$ cat config.mk
export PLATFORM = sky130hd
export DESIGN_NAME = rptr_empty_fwft
export DESIGN_NICKNAME = d
export VERILOG_FILES = /design/src/rtl/fifo_pkg.sv /design/src/rtl/fifo_gray2bin.sv /design/src/rtl/rptr_empty_fwft.sv
export SDC_FILE = /design/constraint.sdc
export NUM_CORES = 1
export LEC_CHECK = 0
export CORE_ASPECT_RATIO = 1.4
export CORE_MARGIN = 5
export CORE_UTILIZATION = 46
export CTS_BUF_LIST = sky130_fd_sc_hd__clkbuf_8 sky130_fd_sc_hd__clkbuf_16
export CTS_CLUSTER_SIZE = 16
export DETAILED_ROUTE_END_ITERATION = 7
export GPL_ROUTABILITY_DRIVEN = 0
export PLACE_DENSITY = 0.79
export SYNTH_ARGS = -nofsm -noshare
export SYNTH_HDL_FRONTEND = slang
export SYNTH_HIERARCHICAL = 1
export SYNTH_SLANG_ARGS = --single-unit
$ cat constraint.sdc
create_clock -name rclk -period 3.9 [get_ports rclk]
set_input_delay 0.585 -clock rclk [delete_from_list [all_inputs] [get_ports rclk]]
set_output_delay 0.585 -clock rclk [all_outputs]
set_load 0.01 [all_outputs]
$ cat src/rtl/fifo_pkg.sv
// rtl/fifo_pkg.sv - shared async-FIFO pointer types and Gray helpers
// Used by both the write-pointer/full side and the read-pointer/empty side.
package fifo_pkg;

   localparam int PKG_ADDRSIZE = 4;

   typedef logic [PKG_ADDRSIZE:0] ptr_t;

   typedef enum logic {HOLD0 = 1'b0, HOLD1 = 1'b1} ostate_t;

   function automatic ptr_t bin2gray(input ptr_t bin);
      return (bin >> 1) ^ bin;
   endfunction

   function automatic ptr_t gray2bin(input ptr_t gray);
      ptr_t bin;
      for (int i = 0; i <= PKG_ADDRSIZE; i++) begin
         bin[i] = ^(gray >> i);
      end
      return bin;
   endfunction

endpackage

$ cat src/rtl/fifo_gray2bin.sv
// rtl/fifo_gray2bin.sv - combinational Gray to binary conversion
// Each binary bit is the XOR of all Gray bits from the MSB down to it.
module fifo_gray2bin #(
   parameter int WIDTH = 5
) (
   input  logic [WIDTH-1:0] gray,
   output logic [WIDTH-1:0] bin
);

   always_comb begin
      bin = '0;
      for (int i = 0; i < WIDTH; i++) begin
         bin[i] = ^(gray >> i);
      end
   end

endmodule

$ cat src/rtl/rptr_empty_fwft.sv
// rtl/rptr_empty_fwft.sv - async FIFO read pointer, empty flag and FWFT output stage
// Fetches from memory whenever a word exists and the output register is free or draining.
import fifo_pkg::*;

module rptr_empty_fwft #(
   parameter int ADDRSIZE  = 4,
   parameter int DATASIZE  = 8,
   parameter int AE_THRESH = 2
) (
   input  logic                rclk,
   input  logic                rrst_n,
   input  logic [ADDRSIZE:0]   rq2_wptr,
   input  logic [DATASIZE-1:0] rmem_data,
   input  logic                rready,
   output logic [ADDRSIZE-1:0] raddr,
   output logic [ADDRSIZE:0]   rptr,
   output logic                rempty,
   output logic                rvalid,
   output logic [DATASIZE-1:0] rdata,
   output logic [ADDRSIZE:0]   rlevel,
   output logic                ralmost_empty
);

   localparam int PW = ADDRSIZE + 1;

   logic [ADDRSIZE:0] rbin;
   logic [ADDRSIZE:0] rbinnext;
   logic [ADDRSIZE:0] rgraynext;
   logic [ADDRSIZE:0] wbin_s;
   logic [ADDRSIZE:0] level_next;
   logic              fetch;
   logic              rvalid_next;
   ostate_t           state;
   ostate_t           state_next;

   fifo_gray2bin #(.WIDTH(PW)) u_wsync_g2b (
      .gray (rq2_wptr),
      .bin  (wbin_s)
   );

   assign fetch     = ~rempty & (~rvalid | rready);
   assign rbinnext  = rbin + {{ADDRSIZE{1'b0}}, fetch};
   assign rgraynext = (rbinnext >> 1) ^ rbinnext;
   assign raddr     = rbin[ADDRSIZE-1:0];
   assign rvalid    = (state == HOLD1);

   // Level counts unfetched memory words plus the word parked in rdata.
   assign rvalid_next = (state_next == HOLD1);
   assign level_next  = (wbin_s - rbinnext) + {{ADDRSIZE{1'b0}}, rvalid_next};

   always_ff @(posedge rclk or negedge rrst_n) begin
      if (!rrst_n) begin
         rbin   <= '0;
         rptr   <= '0;
         rempty <= 1'b1;
      end else begin
         rbin   <= rbinnext;
         rptr   <= rgraynext;
         rempty <= (rgraynext == rq2_wptr);
      end
   end

   always_ff @(posedge rclk or negedge rrst_n) begin
      if (!rrst_n) begin
         state <= HOLD0;
         rdata <= '0;
      end else begin
         state <= state_next;
         if (fetch) begin
            rdata <= rmem_data;
         end
      end
   end

   always_comb begin
      state_next = state;
      case (state)
         HOLD0:   if (fetch) state_next = HOLD1;
         HOLD1:   if (rready && !fetch) state_next = HOLD0;
         default: state_next = HOLD0;
      endcase
   end

   always_ff @(posedge rclk or negedge rrst_n) begin
      if (!rrst_n) begin
         rlevel        <= '0;
         ralmost_empty <= 1'b1;
      end else begin
         rlevel        <= level_next;
         ralmost_empty <= (level_next <= PW'(AE_THRESH));
      end
   end

endmodule

**Yosys cells after proc, flatten, opt, wreduce, memory -nomap -nowiden**

Cells that the tools add are included.

- Bitwise gates (word level): 5
- Eq/ne operators: 1
- $add $sub $neg: 3
- Reductions and logical operators: 7
- $lt $le $gt $ge: 1
- Muxes and demuxes: 3

Operator list:

| cell | number |
|---|---|
| 5-bit XOR reduction | 5 |
| 5-bit by 1-bit adder with 5-bit output | 2 |
| 5-bit equality test | 1 |
| 5-bit by 2-bit <= comparator with 1-bit output, second input constant | 1 |
| 5-bit subtractor | 1 |
| 4-bit by 5-bit XOR with 5-bit output | 1 |
| 1-bit two-way mux | 2 |
| 1-bit inverter | 2 |
| 1-bit one-hot mux with 2 select lines | 1 |
| 1-bit AND | 1 |
| 1-bit logical AND | 1 |
| 1-bit zero test | 1 |
| 1-bit bitwise OR | 1 |

- Register bits after elaboration: 26
- Logic and storage cells: 27
- Input bits: 16
- Output and inout bits: 25

**Logic depth before layout (Yosys ltp)**

Gate-level depths: netlist of run 1.

- Word-level depth: 9
- Depth in mapped cells: 13
- Mapped depth without buffers: 13

**By module**

The synthesis of run 1 kept the hierarchy.

Modules (own cells, without submodules):

| module | times used | seq. area each (µm²) | cells each | area an instance (µm²) |
|---|---|---|---|---|
| rptr_empty_fwft | 1 | 628.1 | 90 | 1252.5 |
| fifo_gray2bin | 1 | 0.0 | 5 | 73.8 |

**Worst setup path after synthesis of run 1**

No wires, ideal clock.

- Path kind: input to register
- Start: input port rready
- End: register ralmost_empty
- Cell stages on the path: 11
- Path slack: 766 ps
- Data arrival time: 3034 ps
- Library setup time: 99 ps
- Path buffers: 0
- Data required time: 3801 ps
- Cells stage by stage: nor2b_2 -> nor2_1 -> ha_1 -> ha_1 -> xor2_2 -> xnor2_1 -> ha_1 -> a21o_1 -> a21oi_1 -> xnor3_2 -> a2111oi_4

- Elaborated cells on any way between the ends: 11
- Classes of those cells: add/sub (3); order compare (1); mux (3); bitwise (2); reduce/logical (2)

RTL lines:

| what | RTL line | source |
|---|---|---|
| start: declaration | rptr_empty_fwft.sv:14 | `input logic rready,` |
| 1-bit bitwise OR | rptr_empty_fwft.sv:41 | `assign fetch = ~rempty & (~rvalid \| rready);` |
| 1-bit AND | rptr_empty_fwft.sv:41 |  |
| via fetch | rptr_empty_fwft.sv:31 | `logic fetch;` |
| 5-bit by 1-bit adder with 5-bit output | rptr_empty_fwft.sv:42 | `assign rbinnext = rbin + {{ADDRSIZE{1'b0}}, fetch};` |
| via rbinnext[2] | rptr_empty_fwft.sv:27 | `logic [ADDRSIZE:0] rbinnext;` |
| 5-bit subtractor | rptr_empty_fwft.sv:49 | `assign level_next = (wbin_s - rbinnext) + {{ADDRSIZE{1'b0}}, rvalid_next};` |
| 5-bit by 1-bit adder with 5-bit output | rptr_empty_fwft.sv:49 |  |
| via level_next[4] | rptr_empty_fwft.sv:30 | `logic [ADDRSIZE:0] level_next;` |
| 5-bit by 2-bit <= comparator with 1-bit output | rptr_empty_fwft.sv:90 | `ralmost_empty <= (level_next <= PW'(AE_THRESH));` |
| end signal: assignment | rptr_empty_fwft.sv:90 |  |
| end: declaration | rptr_empty_fwft.sv:21 | `output logic ralmost_empty` |

The timed path passes the listed nets, and every way through them passes these cells.
A chain may end at the register's enable or synchronous reset.

**Worst setup path in the final report of run 1**

- Start: input port rq2_wptr[3]
- End: register ralmost_empty

- Cells in the longest elaborated chain, start to end: 4
- Elaborated cells on any way between the ends: 7
- Classes of those cells: add/sub (2); order compare (1); reduce/logical (4)

Ends and longest elaborated chain:

| what | RTL line | source |
|---|---|---|
| start: declaration | rptr_empty_fwft.sv:12 | `input logic [ADDRSIZE:0] rq2_wptr,` |
| 5-bit XOR reduction | fifo_gray2bin.sv:13 | `bin[i] = ^(gray >> i);` |
| via wbin_s[2] | rptr_empty_fwft.sv:29 | `logic [ADDRSIZE:0] wbin_s;` |
| 5-bit subtractor | rptr_empty_fwft.sv:49 |  |
| 5-bit by 1-bit adder with 5-bit output | rptr_empty_fwft.sv:49 |  |
| via level_next[4] | rptr_empty_fwft.sv:30 |  |
| 5-bit by 2-bit <= comparator with 1-bit output | rptr_empty_fwft.sv:90 |  |

The timed path passes the listed nets, and every way through them passes these cells.

==> results of run 1 <==
[layout make-up]
cell class | instances | share of cell area [%]
sequential | 25 | 34.34
timing repair buffer | 42 | 22.71
clock inverter | 1 | 0.4104
tap | 37 | 2.531
multi-input combinational | 59 | 35.70
clock buffer | 3 | 2.257
inverter | 10 | 2.052
[power by group through the flow]
| stage | combinational (mW) | sequential, mW | clock (mW) |
|---|---|---|---|
| detailed placement | 1.24 | 0.479 | 0 |
| CTS | 1.25 | 0.474 | 0.160 |
| global placement | 1.21 | 0.473 | 0 |
| finish | 1.22 | 0.472 | 0.155 |
| floorplan | 0.769 | 0.531 | 0 |
| global route | 1.33 | 0.487 | 0.173 |
[layout by cell type, fill, tap and decap left out, drive strengths merged, types with 2 or more instances in the layout]
master         count
nor2b              2
xor2               8
buf                2
ha                 8
clkbuf             3
nor2               4
dfstp              2
a21oi              2
dfrtp             23
mux2               8
inv               10
nand3              2
a21o               2
xor3               3
clkdlybuf4s50     40
xnor2             12
[cells by family after synthesis]
logic type      synth area share (%)
compound gates                 3.962
xor+xnor                       22.45
mux                            7.547
buf+inv                        3.397
simple gates                   6.226
fa+ha+maj                      9.057
flops                          47.36
[routing by layer]
| metal | routed length, um | part of all wire (%) | track usage, % | vias to the layer above |
|---|---|---|---|---|
| met2 | 1395 | 55 | 24.47 | 24 |
| li1 | - | - | - | 399 |
| met4 | 60 | 2.4 | 7.297 | 0 |
| met5 | 0 | 0 | 0 | - |
| met3 | 145 | 5.7 | 3.866 | 5 |
| met1 | 938 | 37 | 15.46 | 399 |
[worst max path at each step]
stage / startpoint / endpoint / slack [ns]
after floorplan: rready / ralmost_empty / 0.77
after global placement: rq2_wptr[3] / ralmost_empty / 0.58
after detailed placement: rq2_wptr[3] / ralmost_empty / 0.52
after CTS: rq2_wptr[3] / ralmost_empty / 0.80
after global routing: rready / ralmost_empty / 0.62
final: rq2_wptr[3] / ralmost_empty / 0.79
[sequential cells by signal (all words and copies together) (netlist names)]
name	count
rempty	1
rbin	5
rvalid	1
ralmost_empty	1
rlevel	5
rptr	4
rdata	8
[per-stage QoR]
step	instance area (um^2)	setup slack [ns]	hold WS, ns	utilization [%]
detailed placement	1780	0.5217	0.4984	63.13
CTS	1829	0.8017	0.5189	64.86
global route	1829	0.6219	0.5337	64.86
finish	1829	0.7921	0.5126	64.86
global placement	1780	0.5837	0.4885	63.13
floorplan	1326	0.7665	0.2894	-
==> reports/metrics.yaml, run 1 <==
cp_slowest_cell: "clkdlybuf4s50_1"
regArea_um2: 628.1
root_buffer: "clkbuf_8"
reg2reg_depth: 13
syn_avg_cell_area_um2: 13.96
synth_edf_count: 0
portBuffers: 40
skew_ns: 0.001974
initial_core_util_pct: 47.03
synth_seq_area_share_pct: 47.36
nets: 166
worst_ep_required_time_ns: 4.08
drt_iter0_drc: 3
grt-ovfl-total: 0
critical_path.endpoint_type: "register"
ys_async_sr_fraction_pct: 100.0
core_area_um2: 2820
cp.arrival_ns: 3.29
grt_max_degree: 26
cts.path.max_buffers: 2
path_cells: "clkdlybuf4s50_1 -> xor3_2 -> xor2_1 -> xnor2_1 -> inv_1 -> fa_1 -> inv_1 -> a21o_1 -> a21oi_1 -> xnor3_2 -> a2111oi_4"
grt.total_usage_pct: 13.97
n_fill_cell: 240
syn_area_um2: 1326
cts_hold_buffers: 0
ios: 41
ir_drop_uv: 857.6
num_antenna_cells: 0
clkPwrFrac_pct: 8.4
worstSetupPathType: "in2reg"
cts_max_level: 1
first_pass_iters: 3
die_x_um: 55.38
power_density_nw_per_um2: 1009
seq_power_share_pct: 25.6
start_kind: "input pin"
setup_violations: 0
rsz0062_at_grt: "no"
crit-reg2reg-capture: "ralmost_empty"
max_cap_viol_count: 0
finalCriticalPeriod_ns: 3.108
die_h_um: 73.53
combPwrFrac_pct: 66.0
post-cts-setup-buffers: 0
worstHoldEndpoint: "rdata[0]"
yosys.area.top_type_share_pct: 43.40
viasPerCell: 4.672
tightest_slew_ns: 1.081
synth_area_leader_cell: "dfrtp_1"
ys_types: 28
clkLatencyLatePin_ns: 0.27
r2r_start: "rvalid"
p_int_mw: 1.128
area_growth_pct: 37.92
antenna_left: 0
min_period_over_period_pct: 79.69
power_switching_uw: 718.2
clock_sinks: 25
place_hpwl_um: 2139
synthTopCellsByArea: "dfrtp_1 43%, ha_1 7.5%, mux2_2 6.8%"
hold_class: "reg2reg"
relSlewSlack_pct: 27.70
hp-start: "rdata[0]"
cts_buffers: 3
multi_input_area_um2: 653.1
drive_above_1_share_pct: 20.00
ys_seq_elements: 25
yosysMostFrequentCell: "dfrtp_1"
hold_depth: 1
status: "finished clean"
worst_path_most_repeated_cell: "inv_1"
grt_pass1_vias: 885
hold_viol: 0
slowest_delay_ns: 0.53
ff2ff_setup_slack_ns: 1.18
drt_wl_total_um: 2540
drc_errors: 0
max_freq_ghz: 0.3218
crit_family: "XOR/XNOR gates"
design_power_total_mw: 1.847
fp-row-count: 23
dr_total_vias: 827
finalSetupTns_ns: 0
crit_fanout: 4
dpl.cell_count: 173
swShare_pct: 38.90
cp_num_buf_inv: 3
postSynthCellCount: 95
syn_nets: 120
antenna_found_initial: 0
grt_pass1_wl_um: 4305
cts_tree: "built"
yosys_warnings: 6
yosys-top-cells-count: "23 x dfrtp_1, 10 x inv_1, 10 x xnor2_1, 8 x ha_1, 8 x mux2_2"
leakagePower_nw: 0.8037
slew_viol_final: 0
clk_pin_slew_ns: 0.08
wl_per_cell_um: 14.35
synthFlopType: "dfrtp_1"
fin_cells: 177
crit_cells: 11
cts.repair.resized: 0
fp.dieArea_um2: 4072
(Power assumes the default switching activity.)
==> run 2, diff against run 1 <==
Clock period 3.9 ns to 3.1 ns, I/O delays scaled along.
==> run 2 against run 1 <==
Worst hold slack improved by 0.0039 ns. Clock-buffer cell count did not move. Largest cell class unchanged. Clock power is 25% higher. Cell area is 4.1% higher. First-iteration DRC count increased to 3.3 times the previous value. Worst setup slack got worse by 0.60 ns. Critical endpoint unchanged. Sequential power increased by 26%. Non-clock buffer count increased by 10. Sequential cell count unchanged. Sequential share of layout area fell by 1.4 points.
==> reports/metrics.yaml, run 2 (synthesis results as in run 1) <==
cts_hold_buffers: 0  # unchanged
cts_tree: "built"  # unchanged
swShare_pct: 38.02  # was 38.90%
max_freq_ghz: 0.3435
grt.total_usage_pct: 14.15  # was 13.97%
drt_wl_total_um: 2692  # was 2540 um
cts_buffers: 3  # unchanged
clkLatencyLatePin_ns: 0.27  # about the same
grt_pass1_wl_um: 4388  # was 4305 um
fp-row-count: 23  # unchanged
critical_path.endpoint_type: "register"  # unchanged
skew_ns: 0.007792  # was 0.001974 ns
seq_power_share_pct: 24.6  # was 25.6%
leakagePower_nw: 0.8520  # was 0.8037 nW
core_area_um2: 2820  # unchanged
top_register: "rdata"  # unchanged
status: "finished clean"  # unchanged
p_int_mw: 1.500  # was 1.128 mW
root_buffer: "clkbuf_8"  # unchanged
antenna_left: 0  # unchanged
slew_viol_final: 0  # unchanged
hold_class: "reg2reg"  # unchanged
clock_sinks: 25  # unchanged
hold_viol: 0  # unchanged
ir_drop_uv: 915.4  # was 857.6 uV
top_regs: "rdata: 8 flops, rbin: 5 flops, rlevel: 5 flops"  # unchanged
fp.dieArea_um2: 4072  # unchanged
nets: 176  # was 166
min_period_over_period_pct: 93.91
first_pass_iters: 3  # unchanged
ios: 41  # unchanged
tightest_slew_ns: 0.3311  # was 1.081 ns
finalCriticalPeriod_ns: 2.911
n_fill_cell: 243  # was 240
drt_iter0_drc: 10  # was 3
worst_ep_required_time_ns: 3.27  # was 4.08 ns
place_hpwl_um: 2268  # was 2139 um
drc_errors: 0  # unchanged
area_growth_pct: 43.59  # was 37.92%
crit_fanout: 3  # was 4
grt_pass1_vias: 985  # was 885
clkPwrFrac_pct: 8.0  # was 8.4%
design_power_total_mw: 2.420  # was 1.847 mW
power_switching_uw: 920.1  # was 718.2 uW
initial_core_util_pct: 47.03  # unchanged
largest_reg_flops: 8  # unchanged
clk_pin_slew_ns: 0.08  # about the same
wl_per_cell_um: 14.40  # was 14.35 um
whs_ns: 0.5165  # was 0.5126 ns
drive_above_1_share_pct: 25.33  # was 20.00%
cts.path.max_buffers: 2  # unchanged
cts_max_level: 1  # unchanged
cts.repair.resized: 0  # unchanged
layout_commonest_cell: "clkdlybuf4s50_1"  # unchanged
num_antenna_cells: 0  # unchanged
die_x_um: 55.38  # unchanged
finalCoreUtilization_pct: 67.52  # was 64.86%
final_cell_mix: "40 x clkdlybuf4s50_1, 23 x dfrtp_1, 12 x buf_4"  # was 40 x clkdlybuf4s50_1, 23 x dfrtp_1, 10 x inv_1, 10 x xnor2_1
antenna_found_initial: 0  # unchanged
viasPerCell: 4.834  # was 4.672
cp.arrival_ns: 3.08  # was 3.29 ns
grt-ovfl-total: 0  # unchanged
combPwrFrac_pct: 67.4  # was 66.0%
max_cap_viol_count: 0  # unchanged
power_density_nw_per_um2: 1271  # was 1009 nW/um^2
grt_max_degree: 26  # unchanged
dr_total_vias: 904  # was 827
post-cts-setup-buffers: 0  # unchanged
setup_violations: 0  # unchanged
relSlewSlack_pct: 77.77  # was 27.70%
rsz0062_at_grt: "no"  # unchanged
portBuffers: 40  # unchanged
die_h_um: 73.53  # unchanged
start_kind: "input pin"  # unchanged
worstSetupPathType: "in2reg"  # unchanged
-- run 2: final timing paths --
check / from / endpoint / slack (ns) / cells after the start
worst max-delay path: rq2_wptr[3] / ralmost_empty / 0.19 / 11
worst min-delay path: rdata[4] / rdata[4] / 0.52 / 1
worst max register to register: rempty / ralmost_empty / 0.43 / 12
worst min register to register: rdata[4] / rdata[4] / 0.52 / 1
max in group asynchronous: rrst_n / ralmost_empty / 2.25 / 2
min in group asynchronous: rrst_n / rvalid / 0.56 / 2
-- run 2: stage by stage --
stage | setup slack [ns] | cells | area [um^2] | setup TNS [ns]
after floorplan | 0.01941 | 95 | 1326 | 0
after global placement | 0.02083 | 183 | 1856 | 0
after detailed placement | -0.07459 | 183 | 1856 | -0.07459
after CTS | 0.1924 | 187 | 1904 | 0
after global routing | 0.05875 | 187 | 1904 | 0
final | 0.1888 | 187 | 1904 | 0
-- run 2: area by class of cell --
cell class | count | area [um^2] | area share, %
tap | 37 | 46.29 | 2.431
clock buffer | 3 | 41.29 | 2.168
inverter | 10 | 37.54 | 1.971
sequential | 25 | 628.1 | 32.98
clock inverter | 1 | 7.507 | 0.3942
timing repair buffer | 52 | 490.5 | 25.76
multi-input combinational | 59 | 653.1 | 34.30
-- run 2: power groups by stage --
stage	clock (mW)	combinational [mW]	sequential (mW)
after floorplan	0	0.967	0.668
after global placement	0	1.62	0.596
after detailed placement	0	1.66	0.607
after CTS	0.201	1.66	0.599
after global routing	0.210	1.78	0.613
final	0.194	1.63	0.595
-- run 2: critical path, cell delays in order --
cell and delay (ns):
clkdlybuf4s50_1 0.50, xor3_2 0.49, xor2_1 0.25, xnor2_1 0.18, inv_1 0.09, fa_1 0.44, inv_1 0.07, a21o_1 0.10
a21oi_1 0.06, xnor3_2 0.25, a2111oi_4 0.19
-- run 2: layer usage --
layer	share of wire, %	GRT usage [%]	wire (um)	vias to the layer above
li1	-	-	-	418
met1	37	14.17	997	453
met2	57	26.32	1524	27
met3	3.9	3.515	106	6
met4	2.4	8.378	64	0
met5	0	0	0	-
==> run 3, diff against run 2 <==
Settings changed: MAX_ROUTING_LAYER set to met4.
==> run 3 against run 2 <==
Wire length unchanged. Clock skew about the same. Worst hold slack about the same. Die area unchanged. Via count up 0.22%. Final cell count unchanged. Clock-buffer cell count unchanged. Global-route usage up 0.42 points. Highest routed layer unchanged. Combinational power about the same. Cell area unchanged. Largest cell class unchanged. Critical path depth unchanged.
==> reports/metrics.yaml, run 3 (synthesis results as in run 1) <==
drive_above_1_share_pct: 25.33  # unchanged
first_pass_iters: 3  # unchanged
crit_fanout: 3  # unchanged
design_power_total_mw: 2.420  # about the same
cp_slowest_cell: "clkdlybuf4s50_1"  # unchanged
tightest_slew_ns: 0.3308  # was 0.3311 ns
clk_pin_slew_ns: 0.08  # about the same
p_int_mw: 1.500  # about the same
num_antenna_cells: 0  # unchanged
cp.arrival_ns: 3.08  # about the same
cts.path.max_buffers: 2  # unchanged
dpl.cell_count: 183  # unchanged
clkPwrFrac_pct: 8.0  # about the same
final_cell_mix: "40 x clkdlybuf4s50_1, 23 x dfrtp_1, 12 x buf_4"  # unchanged
slew_viol_final: 0  # unchanged
wl_per_cell_um: 14.40  # unchanged
skew_ns: 0.007744  # was 0.007792 ns
nets: 176  # unchanged
fp.dieArea_um2: 4072  # unchanged
largest_reg_flops: 8  # unchanged
cp_num_buf_inv: 3  # unchanged
clkLatencyLatePin_ns: 0.27  # about the same
combPwrFrac_pct: 67.4  # about the same
place_ws_ns: -0.07459  # unchanged
post-cts-setup-buffers: 0  # unchanged
setup_violations: 0  # unchanged
worst_ep_required_time_ns: 3.27  # about the same
grt-ovfl-total: 0  # unchanged
layout_commonest_cell: "clkdlybuf4s50_1"  # unchanged
status: "finished clean"  # unchanged
root_buffer: "clkbuf_8"  # unchanged
grt_pass1_vias: 986  # was 985
ir_drop_uv: 915.2  # was 915.4 uV
core_area_um2: 2820  # unchanged
grt.total_usage_pct: 14.57  # was 14.15%
ios: 41  # unchanged
rsz0062_at_grt: "no"  # unchanged
antenna_found_initial: 0  # unchanged
top_regs: "rdata: 8 flops, rbin: 5 flops, rlevel: 5 flops"  # unchanged
worstSetupPathType: "in2reg"  # unchanged
drc_errors: 0  # unchanged
start_kind: "input pin"  # unchanged
initial_core_util_pct: 47.03  # unchanged
hold_class: "reg2reg"  # unchanged
worst_path_most_repeated_cell: "inv_1"  # unchanged
path_cells: "clkdlybuf4s50_1 -> xor3_2 -> xor2_1 -> xnor2_1 -> inv_1 -> fa_1 -> inv_1 -> a21o_1 -> a21oi_1 -> xnor3_2 -> a2111oi_4"  # unchanged
critical_path.endpoint_type: "register"  # unchanged
antenna_left: 0  # unchanged
area_growth_pct: 43.59  # unchanged
power_density_nw_per_um2: 1271  # about the same
min_period_over_period_pct: 93.83  # was 93.91%
hold_viol: 0  # unchanged
viasPerCell: 4.845  # was 4.834
grt_max_degree: 26  # unchanged
die_x_um: 55.38  # unchanged
leakagePower_nw: 0.8520  # unchanged
portBuffers: 40  # unchanged
crit_family: "XOR/XNOR gates"  # unchanged
slowest_delay_ns: 0.50  # about the same
die_h_um: 73.53  # unchanged
fin_ws_ns: 0.1913  # was 0.1888 ns
dr_total_vias: 906  # was 904
swShare_pct: 38.02  # about the same
cts_max_level: 1  # unchanged
cts_buffers: 3  # unchanged
fp-row-count: 23  # unchanged
drt_wl_total_um: 2692  # unchanged
grt_pass1_wl_um: 4388  # unchanged
fin_cells: 187  # unchanged
cts_tree: "built"  # unchanged
max_freq_ghz: 0.3438  # was 0.3435 GHz
top_register: "rdata"  # unchanged
clock_sinks: 25  # unchanged
cts_hold_buffers: 0  # unchanged
drt_iter0_drc: 8  # was 10
cts.repair.resized: 0  # unchanged
finalCriticalPeriod_ns: 2.909  # was 2.911 ns
seq_power_share_pct: 24.6  # about the same
place_hpwl_um: 2268  # unchanged
n_fill_cell: 243  # unchanged
max_cap_viol_count: 0  # unchanged
relSlewSlack_pct: 77.79  # was 77.77%
power_switching_uw: 920.1  # about the same
[run 3: cell counts in the layout (fill, tap and decap cells not counted)]
No cell type changed its count.
[run 3: layout make-up]
| class | instances | area, um^2 | area share (%) |
|---|---|---|---|
| multi-input cells | 59 | 653.1 | 34.30 |
| flip-flops and latches | 25 | 628.1 | 32.98 |
| repair buffers | 52 | 490.5 | 25.76 |
| well taps | 37 | 46.29 | 2.431 |
| clock buffers | 3 | 41.29 | 2.168 |
| inverters | 10 | 37.54 | 1.971 |
| clock inverters | 1 | 7.507 | 0.3942 |
[run 3: layer usage]
metal	routed length [um]	part of all wire, %	GRT usage [%]	up-vias
li1	-	-	-	418
met1	997	37	14.17	455
met2	1525	57	26.32	27
met3	106	3.9	3.515	6
met4	62	2.3	8.378	0
met5	0	0	-	-
[run 3: power groups by stage]
stage	Clock (mW)	Combinational, mW	Sequential (mW)
3_3_place_gp	0	1.62	0.596
6_report	0.194	1.63	0.595
3_5_place_dp	0	1.66	0.607
2_1_floorplan	0	0.967	0.668
5_1_grt	0.210	1.78	0.613
4_1_cts	0.201	1.66	0.599
[run 3: worst paths after layout]
kind / startpoint / endpoint / slack [ns] / cells after the start
setup / recovery: rq2_wptr[3] / ralmost_empty / 0.19 / 11
hold / removal: rdata[4] / rdata[4] / 0.52 / 1
setup reg to reg: rempty / ralmost_empty / 0.43 / 12
hold reg to reg: rdata[4] / rdata[4] / 0.52 / 1
max in group asynchronous: rrst_n / ralmost_empty / 2.25 / 2
min in group asynchronous: rrst_n / rvalid / 0.56 / 2
[run 3: stage by stage]
stage / hold WS (ns) / instance area [um^2] / TNS (ns) / util, %
floorplan: 0.1694 / 1326 / 0 / -
global placement: 0.4881 / 1856 / 0 / 65.79
detailed placement: 0.4994 / 1856 / -0.07459 / 65.79
CTS: 0.5184 / 1904 / 0 / 67.52
global route: 0.5237 / 1904 / 0 / 67.52
finish: 0.5165 / 1904 / 0 / 67.52
